## config.mk

```make
export PLATFORM = sky130hd
export DESIGN_NAME = hazard_stall_controller
export DESIGN_NICKNAME = d
export VERILOG_FILES = /design/src/rtl/hazard_ctrl_pkg.sv /design/src/rtl/hazard_sat_counter.sv /design/src/rtl/hazard_stall_controller.sv
export SDC_FILE = /design/constraint.sdc
export NUM_CORES = 1
export LEC_CHECK = 0
export CORE_UTILIZATION = 38
export DETAILED_ROUTE_END_ITERATION = 6
export PLACE_DENSITY = 0.8
export SKIP_CTS_REPAIR_TIMING = 1
export SLEW_MARGIN = 20
export SYNTH_ARGS = -nofsm -noshare
export SYNTH_HDL_FRONTEND = slang
export SYNTH_SLANG_ARGS = --single-unit
export TNS_END_PERCENT = 5
```

## constraint.sdc

```tcl
create_clock -name clk -period 2.1 [get_ports clk]
set_input_delay 0.42 -clock clk [delete_from_list [all_inputs] [get_ports clk]]
set_output_delay 0.42 -clock clk [all_outputs]
set_load 0.02 [all_outputs]
```

## src/rtl/hazard_ctrl_pkg.sv

```systemverilog
// ============================================================================
// Module   : hazard_ctrl_pkg
// Purpose  : Shared state encodings and constants for the hazard stall
//            controller of the 5-stage MIPS pipeline.
// Revision : 1.0 - initial release
// ============================================================================
`default_nettype none

package hazard_ctrl_pkg;

   // Sequencer states; values are visible on the Ctrl_State debug port
   typedef enum logic [1:0] {
      RUN      = 2'd0,
      LOAD_USE = 2'd1,
      MEM_WAIT = 2'd2,
      FLUSH    = 2'd3
   } ctrlState_t;

   // Register $zero never carries a real dependency
   localparam logic [4:0] REG_ZERO = 5'd0;

endpackage : hazard_ctrl_pkg

`default_nettype wire

```

## src/rtl/hazard_sat_counter.sv

```systemverilog
// ============================================================================
// Module   : hazard_sat_counter
// Purpose  : Up-counter that stops at LIMIT and flags it on sat. Used for the
//            memory watchdog, the flush-slot count and the perf counters.
// Revision : 1.0 - initial release
// ============================================================================
`default_nettype none

module hazard_sat_counter #(
   parameter int               WIDTH = 8,
   parameter logic [WIDTH-1:0] LIMIT = '1
) (
   input  logic             clk,
   input  logic             reset,
   input  logic             clear,
   input  logic             inc,
   output logic [WIDTH-1:0] count,
   output logic             sat
);

   assign sat = (count == LIMIT);

   // Clear has priority over increment; the count never moves past LIMIT
   always_ff @(posedge clk) begin
      if (!reset) begin
         count <= '0;
      end else if (clear) begin
         count <= '0;
      end else if (inc && !sat) begin
         count <= count + WIDTH'(1);
      end
   end

endmodule : hazard_sat_counter

`default_nettype wire

```

## src/rtl/hazard_stall_controller.sv

```systemverilog
// ============================================================================
// Module   : hazard_stall_controller
// Purpose  : Pipeline sequencer covering load-use stalls, taken branch/jump
//            flushes and multi-cycle data-memory waits (with watchdog).
//            Outputs are combinational from the registered state plus the
//            current inputs so stalls take effect in the same cycle.
// Options  : HAZARD_PERF_EN - build the three saturating perf counters;
//            when undefined the counter ports read 0 and no flops exist.
// Revision : 1.0 - initial release
// ============================================================================
`default_nettype none

module hazard_stall_controller
   import hazard_ctrl_pkg::*;
#(
   parameter int FLUSH_SLOTS = 1,
   parameter int MEM_TIMEOUT = 15,
   parameter int CNT_W       = 16
) (
   input  logic             clk,
   input  logic             reset,
   input  logic             ID_EX_MemRead,
   input  logic [4:0]       ID_EX_RegisterRT,
   input  logic [4:0]       IF_ID_RegisterRS,
   input  logic [4:0]       IF_ID_RegisterRT,
   input  logic             Branch_Taken,
   input  logic             JMP,
   input  logic             Mem_Req,
   input  logic             Mem_Ready,
   output logic             PCWrite,
   output logic             IF_ID_Write,
   output logic             IF_ID_Flush,
   output logic             ID_EX_Bubble,
   output logic             Pipe_Freeze,
   output logic             Mem_Timeout,
   output logic [1:0]       Ctrl_State,
   output logic [CNT_W-1:0] LoadUse_Cnt,
   output logic [CNT_W-1:0] MemWait_Cnt,
   output logic [CNT_W-1:0] Flush_Cnt
);

   // Last flush-slot index reached inside FLUSH (state unused when FLUSH_SLOTS==1)
   localparam int c_FLUSH_LIMIT = (FLUSH_SLOTS > 1) ? (FLUSH_SLOTS - 2) : 0;

   ctrlState_t r_state;
   ctrlState_t w_nextState;
   logic       r_memTimeout;

   logic w_memStall, w_ctrlFlow, w_loadUse;
   logic w_pcWrite, w_ifIdWrite, w_ifIdFlush, w_idExBubble, w_pipeFreeze;
   logic w_wdClear, w_wdInc, w_wdSat, w_timeoutHit;
   logic w_fsClear, w_fsInc, w_fsSat;
   logic w_luStall;
   logic [7:0] w_unusedWdCount;
   logic [2:0] w_unusedFlushCount;

   assign w_memStall = Mem_Req & ~Mem_Ready;
   assign w_ctrlFlow = Branch_Taken | JMP;
   assign w_loadUse  = ID_EX_MemRead & (ID_EX_RegisterRT != REG_ZERO) &
                       ((ID_EX_RegisterRT == IF_ID_RegisterRS) |
                        (ID_EX_RegisterRT == IF_ID_RegisterRT));

   // Watchdog: sat flags the MEM_TIMEOUT-th cycle spent in MEM_WAIT
   hazard_sat_counter #(.WIDTH(8), .LIMIT(8'(MEM_TIMEOUT - 1))) u_watchdog (
      .clk(clk), .reset(reset), .clear(w_wdClear), .inc(w_wdInc),
      .count(w_unusedWdCount), .sat(w_wdSat)
   );

   // Flush-slot counter: sat flags the last extra flush slot
   hazard_sat_counter #(.WIDTH(3), .LIMIT(3'(c_FLUSH_LIMIT))) u_flushSlots (
      .clk(clk), .reset(reset), .clear(w_fsClear), .inc(w_fsInc),
      .count(w_unusedFlushCount), .sat(w_fsSat)
   );

   // State register; reset returns to RUN and abandons any flush or freeze
   always_ff @(posedge clk) begin
      if (!reset) begin
         r_state <= RUN;
      end else begin
         r_state <= w_nextState;
      end
   end

   // Sticky watchdog error flag
   always_ff @(posedge clk) begin
      if (!reset) begin
         r_memTimeout <= 1'b0;
      end else if (w_timeoutHit) begin
         r_memTimeout <= 1'b1;
      end
   end

   // Next-state and same-cycle pipeline controls
   always_comb begin
      w_nextState  = r_state;
      w_pcWrite    = 1'b1;
      w_ifIdWrite  = 1'b1;
      w_ifIdFlush  = 1'b0;
      w_idExBubble = 1'b0;
      w_pipeFreeze = 1'b0;
      w_wdClear    = 1'b0;
      w_wdInc      = 1'b0;
      w_timeoutHit = 1'b0;
      w_fsClear    = 1'b0;
      w_fsInc      = 1'b0;
      w_luStall    = 1'b0;
      case (r_state)
         RUN, LOAD_USE: begin
            if (w_memStall) begin
               w_pcWrite    = 1'b0;
               w_ifIdWrite  = 1'b0;
               w_pipeFreeze = 1'b1;
               w_wdClear    = 1'b1;
               w_nextState  = MEM_WAIT;
            end else if (w_ctrlFlow) begin
               // Branch wins over a coincident load-use: the dependent
               // instruction is being discarded anyway
               w_ifIdFlush = 1'b1;
               w_fsClear   = 1'b1;
               w_nextState = (FLUSH_SLOTS > 1) ? FLUSH : RUN;
            end else if ((r_state == RUN) && w_loadUse) begin
               w_pcWrite    = 1'b0;
               w_ifIdWrite  = 1'b0;
               w_idExBubble = 1'b1;
               w_luStall    = 1'b1;
               w_nextState  = LOAD_USE;
            end else begin
               w_nextState = RUN;
            end
         end
         MEM_WAIT: begin
            w_wdInc = 1'b1;
            if (Mem_Ready) begin
               w_nextState = RUN;
            end else if (w_wdSat) begin
               w_timeoutHit = 1'b1;
               w_nextState  = RUN;
            end else begin
               w_pcWrite    = 1'b0;
               w_ifIdWrite  = 1'b0;
               w_pipeFreeze = 1'b1;
            end
         end
         FLUSH: begin
            if (w_memStall) begin
               w_pcWrite    = 1'b0;
               w_ifIdWrite  = 1'b0;
               w_pipeFreeze = 1'b1;
               w_wdClear    = 1'b1;
               w_nextState  = MEM_WAIT;
            end else begin
               w_ifIdFlush  = 1'b1;
               w_idExBubble = 1'b1;
               w_fsInc      = 1'b1;
               if (w_fsSat) begin
                  w_nextState = RUN;
               end
            end
         end
         default: w_nextState = RUN;
      endcase
   end

   // While reset is held low every output shows RUN-idle values
   assign PCWrite      = reset ? w_pcWrite    : 1'b1;
   assign IF_ID_Write  = reset ? w_ifIdWrite  : 1'b1;
   assign IF_ID_Flush  = reset ? w_ifIdFlush  : 1'b0;
   assign ID_EX_Bubble = reset ? w_idExBubble : 1'b0;
   assign Pipe_Freeze  = reset ? w_pipeFreeze : 1'b0;
   assign Mem_Timeout  = reset ? r_memTimeout : 1'b0;
   assign Ctrl_State   = reset ? r_state      : RUN;

`ifdef HAZARD_PERF_EN
   logic [CNT_W-1:0] w_luCnt, w_mwCnt, w_flCnt;
   logic [2:0]       w_unusedSat;

   hazard_sat_counter #(.WIDTH(CNT_W)) u_luCnt (
      .clk(clk), .reset(reset), .clear(1'b0), .inc(w_luStall),
      .count(w_luCnt), .sat(w_unusedSat[0])
   );
   hazard_sat_counter #(.WIDTH(CNT_W)) u_mwCnt (
      .clk(clk), .reset(reset), .clear(1'b0), .inc(r_state == MEM_WAIT),
      .count(w_mwCnt), .sat(w_unusedSat[1])
   );
   hazard_sat_counter #(.WIDTH(CNT_W)) u_flCnt (
      .clk(clk), .reset(reset), .clear(1'b0), .inc(w_ifIdFlush),
      .count(w_flCnt), .sat(w_unusedSat[2])
   );

   assign LoadUse_Cnt = reset ? w_luCnt : '0;
   assign MemWait_Cnt = reset ? w_mwCnt : '0;
   assign Flush_Cnt   = reset ? w_flCnt : '0;
`else
   logic w_unusedLuStall;
   assign w_unusedLuStall = w_luStall;
   assign LoadUse_Cnt = '0;
   assign MemWait_Cnt = '0;
   assign Flush_Cnt   = '0;
`endif

endmodule : hazard_stall_controller

`default_nettype wire

```

* Word-level counts from Yosys, hierarchy flattened *
Cells that the tools add are included.

storage, ports and cells
  output and inout bits = 56
  register bits = 14
  word-level logic and storage cells = 72
  input bits = 22

operators by class
  equal/unequal tests = 8
  reductions and logical operators = 13
  add/sub/neg operators = 2
  bitwise gates (word level) = 7
  multiplexer cells = 38

operators with widths
  kind                                                    count
  two-way mux 1 bit                                       27
  two-way mux 2 bit                                       6
  == test 5 bit                                           2
  adder 8 x 1 -> 8 bit (second input constant)            1
  == test 8 x 4 -> 1 bit (second input constant)          1
  inequality test 3 x 2 -> 1 bit (second input constant)  2
  case mux 1 bit (2 select lines)                         3
  case mux 2 bit (3 select lines)                         1
  OR reduction 2 bit                                      3
  nonzero test 5 bit                                      1
  == test 2 bit (second input constant)                   2
  adder 3 x 1 -> 3 bit (second input constant)            1
  AND 1 bit                                               3
  logical AND 1 bit                                       3
  zero test 3 bit                                         1
  case mux 1 bit (3 select lines)                         1
  OR reduction 3 bit                                      1
  == test 2 x 1 -> 1 bit (second input constant)          1
  zero test 1 bit                                         2
  zero test 2 bit                                         1
  NOT 1 bit                                               2
  bitwise OR 1 bit                                        2
  AND reduction 2 bit                                     1

* Longest topological paths before layout *
  depth after elaboration = 9
  depth in mapped cells = 6
  depth with buffers taken out = 6

* Hierarchy *
Synthesis repeated with hierarchy kept, for this count alone.

second synthesis, totals
  cells, all modules = 176
  area, all modules = 1400.1 um^2

by module, submodules not included
  module                              area each (um^2)  times used  cells each
  hazard_stall_controller             758.2             1           102
  hazard_sat_counter at u_watchdog    451.7             1           53
  hazard_sat_counter at u_flushSlots  190.2             1           21

* Least setup slack after synthesis *
No wires, ideal clock.

  path kind = register -> output
  start = reg u_watchdog.count[4]
  end = out PCWrite
  data arrival time = 1.596 ns
  path slack = 0.084 ns
  cell stages (with the launch flop) = 6
  cell sequence = dfxtp_1 > nor4_4 > a31oi_1 > o221ai_1 > o31a_1 > buf_4

between the ends
  word-level cells in the longest chain between the ends = 5

ends and longest elaborated chain
  what                             line                           source
  start, declared                  hazard_sat_counter.sv:17       output logic [WIDTH-1:0] count,
  start signal, assigned           hazard_sat_counter.sv:30       count <= count + WIDTH'(1);
  == test 8 x 4 -> 1 bit           hazard_sat_counter.sv:21       assign sat = (count == LIMIT);
  two-way mux 1 bit (2 in a row)   --
  case mux 1 bit (3 select lines)  --
  two-way mux 1 bit                --
  end, declared                    hazard_stall_controller.sv:30  output logic PCWrite,

No other way between the ends.

* Worst setup path in the final report *
  start = in IF_ID_RegisterRT[2]
  end = out PCWrite

between the ends
  word-level cells in the longest chain between the ends = 9

ends and longest elaborated chain
  what                             line                            source
  start, declared                  hazard_stall_controller.sv:25   input logic [4:0] IF_ID_RegisterRT,
  == test 5 bit                    hazard_stall_controller.sv:61   (ID_EX_RegisterRT == IF_ID_RegisterRT));
  bitwise OR 1 bit                 hazard_stall_controller.sv:60   ((ID_EX_RegisterRT == IF_ID_RegisterRS) |
  AND 1 bit                        hazard_stall_controller.sv:59   assign w_loadUse = ID_EX_MemRead & (ID_EX_RegisterRT != REG_ZERO) &
  logical AND 1 bit                hazard_stall_controller.sv:121  end else if ((r_state == RUN) && w_loadUse) begin
  two-way mux 1 bit                hazard_stall_controller.sv:121
  two-way mux 1 bit                hazard_stall_controller.sv:115  end else if (w_ctrlFlow) begin
  two-way mux 1 bit                hazard_stall_controller.sv:109  if (w_memStall) begin
  case mux 1 bit (3 select lines)  hazard_stall_controller.sv:107  case (r_state)
  two-way mux 1 bit                hazard_stall_controller.sv:165  assign PCWrite = reset ? w_pcWrite : 1'b1;

No other way between the ends.

==> flow_summary.yaml <==
worst_setup_path:
  worst_ep_arrival_time_ps: 1830
  worstPathCellList: "clkdlybuf4s50_1, xor2_1, nor3_1, a22oi_1, o31a_1, clkbuf_2"
  worstSetupStartpointType: "input port"
  critPathRequiredTime_ps: 1680
  cpPeakStageDelay_ps: 420
  critPathCaptureType: "output port"
  setup.worst_path.class: "in -> out"
  crit_slowest_cell: "sky130_fd_sc_hd__clkdlybuf4s50_1"
  critPathMaxFanout: 3
synth:
  synthDistinctLibCells: 44
  synth-edff-count: 0
  ys_warn_count: 0
  synth.avg_cell_area_um2: 8.17
  synth-async-reset-ratio_pct: 0
  synth_flop_cell: "sky130_fd_sc_hd__dfxtp_1"
  syn-cell-area_um2: 1350
  synth-seq-area-share_pct: 20.8
  synth-seq-cells: 14
  syn-instance-count: 165
placement:
  place.gp.congestion: 0.811
  numPortBuffers: 29
  detailed_place_hpwl_um: 2310
  post-place-ws_ps: -813
die:
  effective_utilization_at_floorplan_pct: 40.1
  floorplan.core_area_um2: 3360
  fp.dieH_um: 61.6
  pin_count: 78
  placementRows: 21
  die_w_um: 61.6
  design.die.area_um2: 3790
global_route:
  grt_remaining_overflow: 0
  vias_in_the_first_global_route: 962
  grt_start_max_net_pins: 9
  gr-usage-all-layers_pct: 15.1
  grt_pass1_wl_um: 4170
  grt_antenna_before_repair: 0
sta:
  setup_viol_count_final: 3
  finalMaxSlewViolations: 0
  timing.final.hold_violations: 0
  min_period_ps: 2250
  timing.clock.skew_ps: 1.65
  maximum_operating_frequency_mhz: 445
  final_critical_path_setup_slack_ps: -147
  tns_ps: -381
  unrepaired_setup_endpoints_after_global_routing: "yes"
  layout_worst_path_cycle_share_pct: 107
  worst_hold_check_slack_ps: 503
status:
  status: "finished, violations left"
  failing_checks: "setup timing"
detailed_routing:
  drtIter0Drc: 31
  drt_drc_violations_left: 0
  routed_wire_length_per_instance_um: 10.8
  drt-vias-per-instance: 4.29
  detailroute.via_count: 1133
  drt_first_pass_iters: 4
  postRouteWirelength_um: 2860
  drtAntennaViolNets: 0
clock_tree:
  numCtsBuffers: 3
  cts.reportedPaths.clkPinSlew_ps: 80
  clock-root-buffer: "sky130_fd_sc_hd__clkbuf_4"
  insertion_delay_ps: 280
  clk_path_buf_depth: 2
  htreeDepth: 1
  clkSinkCount: 14
  cts_tree: "done"
power:
  standby_leakage_power_uw: 0.000883
  design_power_total_uw: 697
  power.ir.vdd_worst_mv: 0.292
  pwr_density_nw_per_um2: 398
layout:
  post_route_cells_drive_above_1_share_pct: 21.6
  number_of_antenna_repair_diodes: 0
  finalCoreUtilization_pct: 52.1
  layout.nets: 245
  synthToLayoutAreaGrowth_pct: 30.0
job:
  cap_viol_max_count: 0
min_path:
  hold_path.class: "reg -> reg"
## layer usage
metal  vias to the layer above  wire length (µm)  GRT usage, %
li1                        561                 -             -
met2                        44              1460          25.0
met3                         5               171          2.94
met1                       523              1190          19.6
met5                         -                 0             0
met4                         0                31          4.76
## cell usage in the layout, fill, tap and decap left out, drive strengths merged, types with 3 or more instances in the layout
cell type | Yosys | layout
nor2 | 16 | 16
dlymetal6s2s | 0 | 10
nor3 | 4 | 4
and2 | 6 | 6
xor2 | 13 | 13
ha | 4 | 4
xnor2 | 6 | 6
conb | 1 | 48
nand2 | 4 | 4
dfxtp | 14 | 14
o21ai | 3 | 3
buf | 50 | 26
clkdlybuf4s50 | 0 | 14
inv | 7 | 7
nand2b | 3 | 3
clkbuf | 2 | 8
## flip-flops by register name, summed over array words and instances, names as in the netlist
register	flops
r_memTimeout	1
r_state	2
u_flushSlots.count	3
u_watchdog.count	8
## through the flow
stage	instance area, µm²	instances
floorplan	1530	212
global placement	1670	260
detailed placement	1670	260
CTS	1710	264
global route	1750	264
finish	1750	264
## worst max-delay path, delay by kind of cell
| kind | cells | cell delay, ps |
|---|---|---|
| buf+inv | 2 | 580 |
| compound gates | 2 | 450 |
| simple gates | 1 | 230 |
| xor+xnor | 1 | 150 |
## power by group
| group | leakage, µW | internal, µW | switching [µW] |
|---|---|---|---|
| clock network | 0.0000210 | 106 | 92.1 |
| registers | 0.000113 | 268 | 2.04 |
| logic | 0.000749 | 83.3 | 146 |
## layout make-up
type	instances	area, µm²
inverter	7	26.3
tap	46	57.6
timing repair buffer	54	480
fill	341	1610
sequential	14	280
clock buffer	4	36.3
multi-input combinational	139	872
## cells in the mapped netlist (2+ instances only)
cell	number	area, µm²
sky130_fd_sc_hd__nor3_1	4	20.0
sky130_fd_sc_hd__o21a_1	2	15.0
sky130_fd_sc_hd__a31oi_1	2	12.5
sky130_fd_sc_hd__nor2b_1	2	12.5
sky130_fd_sc_hd__nor2_1	16	60.1
sky130_fd_sc_hd__dfxtp_1	14	280
sky130_fd_sc_hd__inv_1	7	26.3
sky130_fd_sc_hd__o21ai_0	2	10.0
sky130_fd_sc_hd__nand4_1	2	12.5
sky130_fd_sc_hd__a21oi_1	2	10.0
sky130_fd_sc_hd__a311oi_1	2	17.5
sky130_fd_sc_hd__clkbuf_1	2	7.51
sky130_fd_sc_hd__xnor2_1	6	52.6
sky130_fd_sc_hd__xor2_1	13	114
sky130_fd_sc_hd__buf_4	49	368
sky130_fd_sc_hd__nand2_1	4	15.0
sky130_fd_sc_hd__nand2b_1	2	12.5
sky130_fd_sc_hd__nand3_1	2	10.0
sky130_fd_sc_hd__and2_1	4	25.0
sky130_fd_sc_hd__ha_1	4	50.1
## cells by family after synthesis
group	after synthesis	share of synthesized area (%)
buf+inv	59	30.6
simple gates	46	19.9
compound gates	21	11.7
xor+xnor	19	12.3
flops	14	20.8
fa+ha+maj	4	3.71
other cells	1	0.278
mux	1	0.742
## final timing paths
path              depth (start not counted)                                  to                       from  slack [ps]
setup / recovery                          6                             PCWrite        IF_ID_RegisterRT[2]        -150
hold / removal                            2           r_memTimeout$_SDFFE_PN0P_  r_memTimeout$_SDFFE_PN0P_         500
setup reg to reg                          6  u_flushSlots.count[1]$_SDFFE_PP0P_    r_state[1]$_SDFFE_PN0P_         570
hold reg to reg                           2           r_memTimeout$_SDFFE_PN0P_  r_memTimeout$_SDFFE_PN0P_         500
(Power assumes the default switching activity.)
